## src/rtl/full_adder_if.sv

```systemverilog
// full_adder_if -- operand/result bundle for the registered full adder.
//
// Signals:
//   in_valid  : operands a/b/cin are valid this cycle (master -> slave)
//   a, b      : unsigned operands, WIDTH bits           (master -> slave)
//   cin       : carry-in                                (master -> slave)
//   sum       : registered sum bits [WIDTH-1:0]         (slave -> master)
//   cout      : registered carry-out                    (slave -> master)
//   out_valid : sum/cout hold a new result this cycle   (slave -> master)
//   ovf       : registered signed overflow, only when FULL_ADDER_OVF_EN
//               is defined                              (slave -> master)
//
// Handshake: valid-only, no back-pressure. A transfer happens on every
// rising edge where in_valid=1 (and reset is not asserted); the matching
// result appears one cycle later with out_valid=1 for exactly that cycle.
// The consumer must take the result when out_valid is high.
//
// Optional feature macro: FULL_ADDER_OVF_EN (adds ovf).
interface full_adder_if #(
  parameter int WIDTH = 1
);
  logic             in_valid;
  logic [WIDTH-1:0] a;
  logic [WIDTH-1:0] b;
  logic             cin;
  logic [WIDTH-1:0] sum;
  logic             cout;
  logic             out_valid;
`ifdef FULL_ADDER_OVF_EN
  logic             ovf;
`endif

  modport master (
`ifdef FULL_ADDER_OVF_EN
    input  ovf,
`endif
    output in_valid, a, b, cin,
    input  sum, cout, out_valid
  );

  modport slave (
`ifdef FULL_ADDER_OVF_EN
    output ovf,
`endif
    input  in_valid, a, b, cin,
    output sum, cout, out_valid
  );
endinterface

```

## src/rtl/full_adder.sv

```systemverilog
// full_adder -- registered, width-parameterised ripple-carry full adder.
//
// {cout, sum} = a + b + cin, computed at WIDTH+1 bits by a chain of WIDTH
// identical 1-bit full-adder cells, then captured in one output register
// stage. Latency is exactly one cycle; there is no combinational path from
// any input to any output.
//
// Parameters:
//   WIDTH : operand and sum width, 1..64 (WIDTH=1 is the classic FA cell)
//
// Ports:
//   clk   : system clock, all state updates on the rising edge
//   rst_n : synchronous active-low reset; clears sum/cout/out_valid(/ovf)
//           and has priority over in_valid
//   bus   : full_adder_if.slave (in_valid, a, b, cin -> sum, cout,
//           out_valid, and ovf when enabled)
//
// Optional feature macro: FULL_ADDER_OVF_EN -- adds the registered signed
// two's-complement overflow flag ovf = c[WIDTH] ^ c[WIDTH-1].

// One bit of the ripple chain.
module full_adder_cell (
  input  logic a_i,
  input  logic b_i,
  input  logic c_i,
  output logic s_o,
  output logic c_o
);
  assign s_o = a_i ^ b_i ^ c_i;
  assign c_o = (a_i & b_i) | (a_i & c_i) | (b_i & c_i);
endmodule

module full_adder #(
  parameter int WIDTH = 1
) (
  input  logic         clk,
  input  logic         rst_n,
  full_adder_if.slave  bus
);

  // carry[0] is cin, carry[i+1] is the carry out of bit i, carry[WIDTH] is cout.
  logic [WIDTH:0]   carry;
  logic [WIDTH-1:0] sum_core;

  assign carry[0] = bus.cin;

  genvar i;
  generate
    for (i = 0; i < WIDTH; i++) begin : g_cell
      full_adder_cell u_cell (
        .a_i (bus.a[i]),
        .b_i (bus.b[i]),
        .c_i (carry[i]),
        .s_o (sum_core[i]),
        .c_o (carry[i+1])
      );
    end
  endgenerate

  logic [WIDTH-1:0] sum_d,  sum_q;
  logic             cout_d, cout_q;
  logic             out_valid_d, out_valid_q;

  // Result registers hold when no new operands arrive; out_valid is a
  // one-cycle pulse per accepted operand set.
  always_comb begin
    sum_d       = sum_q;
    cout_d      = cout_q;
    out_valid_d = 1'b0;
    if (bus.in_valid) begin
      sum_d       = sum_core;
      cout_d      = carry[WIDTH];
      out_valid_d = 1'b1;
    end
  end

  always_ff @(posedge clk) begin
    if (!rst_n) begin
      sum_q       <= '0;
      cout_q      <= 1'b0;
      out_valid_q <= 1'b0;
    end else begin
      sum_q       <= sum_d;
      cout_q      <= cout_d;
      out_valid_q <= out_valid_d;
    end
  end

  assign bus.sum       = sum_q;
  assign bus.cout      = cout_q;
  assign bus.out_valid = out_valid_q;

`ifdef FULL_ADDER_OVF_EN
  // Signed overflow: carry into the sign bit differs from carry out of it.
  // For WIDTH=1 the carry into the sign bit is cin itself (carry[0]).
  logic ovf_d, ovf_q;

  always_comb begin
    ovf_d = ovf_q;
    if (bus.in_valid) begin
      ovf_d = carry[WIDTH] ^ carry[WIDTH-1];
    end
  end

  always_ff @(posedge clk) begin
    if (!rst_n) begin
      ovf_q <= 1'b0;
    end else begin
      ovf_q <= ovf_d;
    end
  end

  assign bus.ovf = ovf_q;
`endif

endmodule

```

## src/flat_wrapper.sv

```systemverilog
// flat-port wrapper written by rule: the top's interface ports become plain ports
module full_adder_flat 
#(
  parameter int WIDTH = 1
)
  (clk, rst_n, bus_in_valid, bus_a, bus_b, bus_cin, bus_sum, bus_cout, bus_out_valid);
  full_adder_if #(.WIDTH(WIDTH)) bus_i ();
  input  logic clk;
  input  logic rst_n;
  input wire logic [$bits(bus_i.in_valid)-1:0] bus_in_valid;
  input wire logic [$bits(bus_i.a)-1:0] bus_a;
  input wire logic [$bits(bus_i.b)-1:0] bus_b;
  input wire logic [$bits(bus_i.cin)-1:0] bus_cin;
  output wire logic [$bits(bus_i.sum)-1:0] bus_sum;
  output wire logic [$bits(bus_i.cout)-1:0] bus_cout;
  output wire logic [$bits(bus_i.out_valid)-1:0] bus_out_valid;
  assign bus_i.in_valid = bus_in_valid;
  assign bus_i.a = bus_a;
  assign bus_i.b = bus_b;
  assign bus_i.cin = bus_cin;
  assign bus_sum = bus_i.sum;
  assign bus_cout = bus_i.cout;
  assign bus_out_valid = bus_i.out_valid;
  full_adder #(.WIDTH(WIDTH)) u_core (.clk(clk), .rst_n(rst_n), .bus(bus_i));
endmodule
```

## config.mk

```make
export PLATFORM = sky130hd
export DESIGN_NAME = full_adder_flat
export DESIGN_NICKNAME = d
export VERILOG_FILES = /design/src/rtl/full_adder_if.sv /design/src/rtl/full_adder.sv /design/src/flat_wrapper.sv
export SDC_FILE = /design/constraint.sdc
export NUM_CORES = 1
export LEC_CHECK = 0
export BUFFER_PORTS_ARGS = -buffer_cell sky130_fd_sc_hd__buf_2
export CORE_AREA = 2 2 39 41
export CTS_CLUSTER_SIZE = 20
export DETAILED_ROUTE_END_ITERATION = 6
export DIE_AREA = 0 0 41 43
export GPL_ROUTABILITY_DRIVEN = 0
export SLEW_MARGIN = 15
export SYNTH_ARGS = -nofsm -noshare
export SYNTH_HDL_FRONTEND = slang
export SYNTH_SLANG_ARGS = --single-unit
```

## constraint.sdc

```tcl
create_clock -name clk -period 1.1 [get_ports clk]
set_clock_uncertainty 0.1 [all_clocks]
set_input_delay 0 -clock clk [delete_from_list [all_inputs] [get_ports clk]]
set_output_delay 0 -clock clk [all_outputs]
set_load 0.05 [all_outputs]
```

# Word-level counts from Yosys, hierarchy flattened
# Index checks and enable logic that the tools add are counted.
# op_classes
bitwise,7
n_mux,1
# ops
op,count
$and 1x1->1,3
$or 1x1->1,2
$xor 1x1->1,2
$mux 1,1
# word_totals
output_inout_bits,3
in_bits,6
reg_bits,3

# Logic depth before layout (Yosys ltp)
# Gate-level depths: netlist (run 1).
# logic_depth
word_depth,3
depth_mapped,3
depth_no_buf,3

# Cells and area by module
# From an unflattened synthesis (run 1), not the netlist that was laid out.
# hier_totals
cells_unflattened,9
hier_area_um2,120.1
# by_module_without_submodules
mod,instances,cells_per_inst,area_per_inst_um2,seq_area_each_um2
full_adder,1,8,100.1,60.1
full_adder_cell,1,1,20.0,0.0

# Least setup slack after synthesis (run 1)
# OpenSTA, ideal clock, no wires.
# synth_path
kind,register to register
from,"register, netlist name u_core.bus.cout"
to,register u_core.cout_q (netlist: u_core.bus.cout)
n_path_buf,0
setup_ns,0.066
arrival_time_ns,0.838
slack_ns,0.097
path_stages_with_launch,3
cell_sequence,dfxtp_1 -> mux2i_1 -> nor2b_1
# synth_lines
element,line,rtl
"end signal, assigned",full_adder.sv:84,cout_q <= cout_d;
"end, declared",full_adder.sv:61,"logic cout_d, cout_q;"

# Final worst setup path (run 1)
# layout_path
from,register u_core.cout_q (netlist: u_core.bus.cout)
to,output bus_cout
# layout_lines
element,line,rtl
"end, declared",flat_wrapper.sv:15,output wire logic [$bits(bus_i.cout)-1:0] bus_cout;
# No word-level cell between the ends.

==> impl_metrics.tcl, run 1 <==
set metrics [dict create \
    cp.required_ns 1.00 \
    grt_pass1_vias 122 \
    cts_root_buffer "clkbuf_4" \
    min_path_type "input pin to register" \
    ys_warn_count 0 \
    r2r_cells 2 \
    synth.area.top_cells "dfxtp_1 50%, fa_1 17%, mux2i_1 17%, nor2b_1 10%, and2_2 6.3%" \
    rows 14 \
    cts.path.max_buffers 2 \
    core_sq_mm 0.00138 \
    start_util_pct 8.68 \
    crit_fanout 2 \
    worst_pin_slew_ns 0.249 \
    finalSetupTns_ns 0 \
    rsz0062_at_grt "false" \
    portBuffers 8 \
    ys_ff_latch 3 \
    slew_violations 0 \
    cts_setup_buffers 0 \
    hold_depth 4 \
    routed_wl_um 304 \
    viasPerCell 3.03 \
    dr.pass1.iters 2 \
    drv_cap 0 \
    final_common_cell "buf_2" \
    drt_iter0_markers 1 \
    worst_setup_path_end_kind "output port" \
    hold_start "bus_a" \
    antenna_cells 0 \
    crit_path_max_incr_delay_ns 0.34 \
    grt_max_degree 4 \
    setup_slack_ns 0.162 \
    grt_pass1_wl_um 483 \
    relSlewSlack_pct 83.5 \
    cp_slowest_cell "dfxtp_1" \
    cp-start-kind "register" \
    synth_fp_nets 16 \
    ff2ff_setup_slack_ns 0.41 \
    hold_viol 0 \
    pre_cts_ws_ns 0.0910 \
    cts_tree "yes" \
    syn_area_per_cell_sq_um 13.3 \
    max-vdd-ir-drop_v 0.000309 \
    p_leak_uw 0.000109 \
    path_buf_inv 1 \
    num-fill-cells 159 \
    yosys.area.top_type "dfxtp_1" \
    ctsResizeCount 0 \
    crit_chain "buf_2" \
    final-setup-viol-count 0 \
    die-area_sq_mm 0.00176 \
    crit_family "flip-flops" \
    clkTransAtPathRegs_ns 0.04 \
    ios 9 \
    die_h_um 43 \
    yosysSeqAreaShare_pct 50.0 \
    crit_cells 1 \
    final-seq-area_sq_um 60.1 \
    cp-startpoint "u_core.bus.cout" \
    r2r_start "u_core.bus.cout" \
    syn_area_sq_um 120 \
    status "finished clean" \
    ant_nets 0 \
    totalPowerFinal_uw 389 \
    synth_top_area_share_pct 50.0 \
    final_cells 39 \
    drcViolationCount 0 \
    vias 118 \
    syn_inst 9 \
    multi_input_area_sq_um 60.1 \
    finalCriticalPeriod_ns 0.938 \
    cts.sinks 3 \
    detail_route.wl_per_cell_um 7.79 \
    nNetsFinal 31 \
    cts_buffers 3 \
    fmax_mhz 1070 \
    critPathArrivalTime_ns 0.84 \
    clkLatencyLatePin_ns 0.23 \
    antenna_found_initial 0 \
    numPlacedInstances 33 \
    grt-ovfl-total 0 \
    p_per_area_mw_per_mm2 1720 \
    htreeDepth 1 \
    syn2layout_area_growth_pct 88.5 \
    final_cell_mix "8 x buf_2, 3 x clkbuf_4, 3 x dfxtp_1" \
    drive_above_1_share_pct 52.2 \
    worstSetupPathType "register to output port" \
    grt_use_total_pct 5.23 \
    yosysUniqueCellTypes 5 \
    min_period_over_period_pct 85.3 \
    die_w_um 41 \
]
[layout make-up]
type	instances	share of cell area [%]
multi-input cells	6	26.5
flip-flops and latches	3	26.5
well taps	16	8.84
clock buffers	4	11.6
repair buffers	10	26.5
[synthesized netlist by cell type (all sizes together)]
cell,instances
nor2b,2
mux2i,2
dfxtp,3
and2,1
fa,1
[layer usage]
| layer | wire length [um] | up-vias | GRT usage, % | part of all wire (%) |
|---|---|---|---|---|
| met5 | 0 | - | 0 | 0 |
| met4 | 0 | 0 | 4.00 | 0 |
| met3 | 60 | 0 | 7.85 | 20 |
| met2 | 87 | 11 | 4.69 | 29 |
| met1 | 156 | 51 | 5.16 | 51 |
| li1 | - | 56 | - | - |
[cells by family after synthesis]
logic type / Yosys count / share of synthesized area [%]
simple gates: 3 / 16.7
fa+ha+maj: 1 / 16.7
flops: 3 / 50.0
mux: 2 / 16.7
[flip-flops by register name, summed over array words and instances, names as in the netlist]
name / flops
u_core.bus.sum: 1
u_core.bus.cout: 1
u_core.bus.out_valid: 1
[where the power goes]
part           internal [uW]  switching [uW]  leakage, uW
Combinational           27.8            44.2    0.0000688
Clock                    136            59.5    0.0000150
Sequential               117            3.74    0.0000249
[worst paths after layout]
| check | to |
|---|---|
| setup reg to reg | u_core.bus.cout |
| hold / removal | u_core.bus.cout |
| hold reg to reg | u_core.bus.sum |
| setup / recovery | bus_cout |
[stage by stage]
stage,hold WS (ns),cell area (sq um),utilization (%)
after floorplan,0.0282,120,-
after global placement,0.136,180,13.0
after detailed placement,0.147,180,13.0
after CTS,0.102,226,16.4
after global routing,0.135,226,16.4
final,0.109,226,16.4
[what timing repair did]
action / CTS / global route
hold buffers: 2 / 0
endpoints found under the hold margin: 3 / 0
setup endpoints to repair: 0 / 0
No activity file was read; power rests on OpenSTA's default activity.
==> run 2, diff against run 1 <==
==> constraint.sdc (replaced) <==
create_clock -name clk -period 1.2 [get_ports clk]
set_clock_uncertainty 0.1 [all_clocks]
set_input_delay 0 -clock clk [delete_from_list [all_inputs] [get_ports clk]]
set_output_delay 0 -clock clk [all_outputs]
set_load 0.05 [all_outputs]
==> run 2 against run 1 <==
  * Core utilization is the same
  * Cell count is the same
  * Largest power group unchanged
  * First-iteration DRC count shrank 100%
==> impl_metrics.tcl, run 2 (same netlist as run 1, synthesis figures left out) <==
set metrics [dict create \
    status "finished clean" \
    crit_cells 1 \
    core_sq_mm 0.00138 \
    ios 9 \
    clkTransAtPathRegs_ns 0.04 \
    antenna_cells 0 \
    numPlacedInstances 33 \
    worstSetupPathType "register to output port" \
    drive_above_1_share_pct 52.2 \
    cp.required_ns 1.10 \
    clkLatencyLatePin_ns 0.23 \
    cts.path.max_buffers 2 \
    cts_setup_buffers 0 \
    die_h_um 43 \
    grt-ovfl-total 0 \
    crit_path_max_incr_delay_ns 0.32 \
    p_per_area_mw_per_mm2 1560 \
    drcViolationCount 0 \
    final_cells 39 \
    p_leak_uw 0.000109 \
    multi_input_area_sq_um 60.1 \
    drv_cap 0 \
    cts-hold-fix-buffers 2 \
    hold_viol 0 \
    cp-start-kind "register" \
    portBuffers 8 \
    critPathArrivalTime_ns 0.82 \
    switchingPower_uw 95.5 \
    fmax_mhz 1090 \
    r2r_cells 2 \
    finalSetupTns_ns 0 \
    grt_pass1_vias 129 \
    relSlewSlack_pct 83.4 \
    vias 112 \
    ctsResizeCount 0 \
    nNetsFinal 31 \
    die-area_sq_mm 0.00176 \
    p_clk_share_pct 50.2 \
    cts.sinks 3 \
    min_path_type "input pin to register" \
    htreeDepth 1 \
    p_int_uw 258 \
    cp_slowest_cell "dfxtp_1" \
    combPwrFrac_pct 18.5 \
    detail_route.wl_per_cell_um 7.59 \
    path_buf_inv 1 \
    slew_violations 0 \
    finalCriticalPeriod_ns 0.916 \
    cts_root_buffer "clkbuf_4" \
    hold_depth 4 \
    routed_wl_um 296 \
    rows 14 \
    die_w_um 41 \
    syn2layout_area_growth_pct 88.5 \
    worst_setup_path_end_kind "output port" \
    antenna_found_initial 0 \
    final_common_cell "buf_2" \
    viasPerCell 2.87 \
    rsz0062_at_grt "false" \
    drt_iter0_markers 0 \
    worst_pin_slew_ns 0.250 \
    grt_pass1_wl_um 496 \
    crit_chain "buf_2" \
    min_period_over_period_pct 76.4 \
    final_cell_mix "8 x buf_2, 3 x clkbuf_4, 3 x dfxtp_1" \
    cts_tree "yes" \
    num-fill-cells 150 \
    final-seq-area_sq_um 60.1 \
    crit_family "flip-flops" \
    p_seq_share_pct 31.3 \
    dr.pass1.iters 1 \
    ant_nets 0 \
    swShare_pct 27.1 \
    grt_max_degree 4 \
    crit_fanout 2 \
    max-vdd-ir-drop_v 0.000303 \
    cts_buffers 3 \
    grt_use_total_pct 5.43 \
    start_util_pct 8.68 \
    final-setup-viol-count 0 \
]
[run 2: cell counts in the layout (fill, tap and decap cells not counted)]
Identical to the previous run, type by type.
[run 2: worst paths after layout]
check / startpoint / end / slack, ns
max reg2reg: u_core.bus.sum / u_core.bus.sum / 0.51
min reg2reg: u_core.bus.cout / u_core.bus.cout / 0.41
max: u_core.bus.sum / bus_sum / 0.28
min: bus_a / u_core.bus.sum / 0.10
[run 2: area by class of cell]
class	instances	share of cell area [%]
Clock buffer	4	11.6
Timing Repair Buffer	10	26.5
Multi-Input combinational cell	6	26.5
Tap cell	16	8.84
Sequential cell	3	26.5
[run 2: routing by layer]
layer,track usage [%],part of all wire (%),up-vias
li1,-,-,57
met1,5.81,50,46
met2,4.69,31,9
met3,6.28,18,0
met4,6.00,0,0
met5,0,0,-
[run 2: power groups by stage]
stage	sequential [uW]	clock [uW]	combinational, uW
after global routing	112	198	72.5
after floorplan	137	0	13.5
after global placement	113	0	58.9
final	110	177	65.5
after CTS	111	187	66.1
after detailed placement	112	0	61.1
[run 2: per-stage QoR]
step	util (%)	setup slack (ns)	power [uW]	hold WS, ns	area [sq um]
detailed placement	13.0	0.201	173	0.151	180
floorplan	-	0.197	151	0.0282	120
global placement	13.0	0.223	171	0.139	180
CTS	16.4	0.267	364	0.0981	226
finish	16.4	0.284	353	0.104	226
global route	16.4	0.231	382	0.158	226
[run 2: worst register-to-register path, delay by kind of cell (launching register included)]
kind / cells / cell delay [ns]
flops: 1 / 0.30
simple gates: 1 / 0.06
mux: 1 / 0.12
==> run 3, diff against run 2 <==
--- a/config.mk
+++ b/config.mk
@@ -5,6 +5,7 @@
 export SDC_FILE = /design/constraint.sdc
 export NUM_CORES = 1
 export LEC_CHECK = 0
+export ABC_AREA = 1
 export BUFFER_PORTS_ARGS = -buffer_cell sky130_fd_sc_hd__buf_2
 export CORE_AREA = 2 2 39 41
 export CTS_CLUSTER_SIZE = 20
==> constraint.sdc (replaced) <==
create_clock -name clk -period 0.84 [get_ports clk]
set_clock_uncertainty 0.1 [all_clocks]
set_input_delay 0 -clock clk [delete_from_list [all_inputs] [get_ports clk]]
set_output_delay 0 -clock clk [all_outputs]
set_load 0.05 [all_outputs]
==> run 3 against run 2 <==
  * Non-clock buffer count is the same
  * Combinational power grew 71%
  * Cell count grew 18%
  * Global-route usage shrank 0.82 points
  * Flip-flop and latch count is the same
==> impl_metrics.tcl, run 3 <==
set metrics [dict create \
    cts_root_buffer "clkbuf_4" \
    cp.required_ns 0.74 \
    p_per_area_mw_per_mm2 2070 \
    ant_nets 0 \
    r2r_cells 2 \
    r2r-end "u_core.bus.sum" \
    rsz0062_at_grt "true" \
    multi_input_area_sq_um 53.8 \
    dp_hpwl_um 232 \
    drt_iter0_markers 0 \
    crit_chain "buf_4" \
    start_util_pct 9.04 \
    finalCriticalPeriod_ns 0.812 \
    synth_edf_count 0 \
    r2r_start "u_core.bus.sum" \
    hold_slack_ns 0.121 \
    critPathArrivalTime_ns 0.71 \
    top_usage_layer "met4" \
    slew_violations 0 \
    clkLatencyLatePin_ns 0.23 \
    crit_family "flip-flops" \
    grt-ovfl-total 0 \
    cts.path.max_buffers 2 \
    num-fill-cells 164 \
    status "finished clean" \
    final_cell_mix "5 x nand2_1, 5 x buf_2, 4 x nor2_1, 3 x inv_1, 3 x clkbuf_4" \
    syn2layout_area_growth_pct 105 \
    antenna_found_initial 0 \
    dr.pass1.iters 1 \
    worst_pin_slew_ns 0.146 \
    cts_tree "yes" \
    drcViolationCount 0 \
    min_path_type "input pin to register" \
    synth.area.top_cells "dfxtp_1 48%, fa_1 16%, nand2_1 15%, nor2_1 12%, inv_1 9.0%" \
    routed_wl_um 290 \
    ys_ff_latch 3 \
    vias 137 \
    viasPerCell 2.98 \
    synth_top_area_share_pct 48.0 \
    portBuffers 8 \
    min_period_over_period_pct 96.7 \
    cp-startpoint "u_core.bus.out_valid" \
    synth_common_cells "5 x nand2_1, 4 x nor2_1, 3 x dfxtp_1, 3 x inv_1, 1 x fa_1" \
    yosys.area.top_type "dfxtp_1" \
    detail_route.wl_per_cell_um 6.30 \
    htreeDepth 1 \
    die-area_sq_mm 0.00176 \
    ff2ff_setup_slack_ns 0.18 \
    syn_inst 16 \
    cts.sinks 3 \
    grt_max_degree 6 \
    grt_pass1_vias 130 \
    synth_ff_type "dfxtp_1" \
    async_reset_ff_share_pct 0 \
    hold_viol 0 \
    die_h_um 43 \
    drv_cap 0 \
    yosysUniqueCellTypes 5 \
    crit_fanout 1 \
    path_buf_inv 1 \
    worst_setup_path_end_kind "output port" \
    cts_buffers 3 \
    crit_cells 1 \
    nNetsFinal 38 \
    rows 14 \
    crit_path_max_incr_delay_ns 0.30 \
    max-vdd-ir-drop_v 0.000268 \
    cp-start-kind "register" \
    grt.met1_usage_pct 1.92 \
    ios 9 \
    synth_fp_nets 23 \
    clkTransAtPathRegs_ns 0.04 \
    yosysSeqAreaShare_pct 48.0 \
    final-seq-area_sq_um 62.6 \
    finalSetupTns_ns 0 \
    relSlewSlack_pct 90.3 \
    final-setup-viol-count 0 \
    antenna_cells 0 \
    core_sq_mm 0.00138 \
    drive_above_1_share_pct 43.3 \
    worstSetupPathType "register to output port" \
    syn_area_per_cell_sq_um 7.82 \
    cp_slowest_cell "dfxtp_1" \
    grt_use_total_pct 4.61 \
    die_w_um 41 \
    ys_warn_count 0 \
    grt_pass1_wl_um 407 \
    p_leak_uw 0.000135 \
    fmax_mhz 1230 \
    syn_area_sq_um 125 \
    post-synth-top-count-cell "nand2_1" \
    gr-usage-met3_pct 4.71 \
    crit_end "bus_out_valid" \
    gr-usage-met2_pct 5.94 \
]
run 3: changes by cell type in the layout (fill, tap and decap cells not counted), sizes merged:
cell	previous run	this run
nor2b	2	0
mux2i	2	0
nor2	0	4
and2	1	0
nand2	0	5
inv	0	3
run 3: worst min path at each step:
stage	start	to	slack (ns)	cells past startpoint
after floorplan	bus_in_valid	u_core.bus.out_valid	-0.007	2
after global placement	rst_n	u_core.bus.out_valid	0.13	3
after detailed placement	rst_n	u_core.bus.out_valid	0.13	3
after CTS	bus_a	u_core.bus.sum	0.11	6
after global routing	bus_a	u_core.bus.cout	0.16	6
final	bus_a	u_core.bus.sum	0.12	6
run 3: final cells by class:
cell class | instances | share of cell area [%]
Sequential cell | 3 | 24.4
Inverter | 3 | 4.39
Multi-Input combinational cell | 10 | 21.0
Timing Repair Buffer | 10 | 32.2
Clock buffer | 4 | 10.2
Tap cell | 16 | 7.80
run 3: where the power goes:
| group | total [uW] | internal, uW | switching (uW) |
|---|---|---|---|
| Combinational | 112 | 49.8 | 62.1 |
| Sequential | 162 | 155 | 6.93 |
| Clock | 255 | 178 | 77.3 |
run 3: what timing repair did:
item,in CTS,in global routing
hold buffers,2,0
buffers inserted,0,0
setup endpoints to repair,3,2
endpoints found under the hold margin,3,0
gates resized for setup,5,2
run 3: cell families after synthesis:
family	after synthesis	share of synthesized area [%]
simple gates	9	27.0
flops	3	48.0
buf+inv	3	9.00
fa+ha+maj	1	16.0
run 3: metrics by stage:
| stage | area, sq um | setup slack [ns] | std cells | power, uW | utilization (%) |
|---|---|---|---|---|---|
| final | 256 | 0.0280 | 46 | 530 | 18.5 |
| after global routing | 256 | -0.00272 | 46 | 563 | 18.5 |
| after CTS | 249 | 0.0144 | 46 | 539 | 18.0 |
| after detailed placement | 188 | -0.161 | 40 | 251 | 13.6 |
| after global placement | 188 | -0.153 | 40 | 249 | 13.6 |
| after floorplan | 128 | -0.0183 | 16 | 221 | - |
run 3: per-layer routing:
layer	wire length, um	share of wire (%)
met3	51	18
met1	92	32
met4	0	0
met5	0	0
met2	145	50
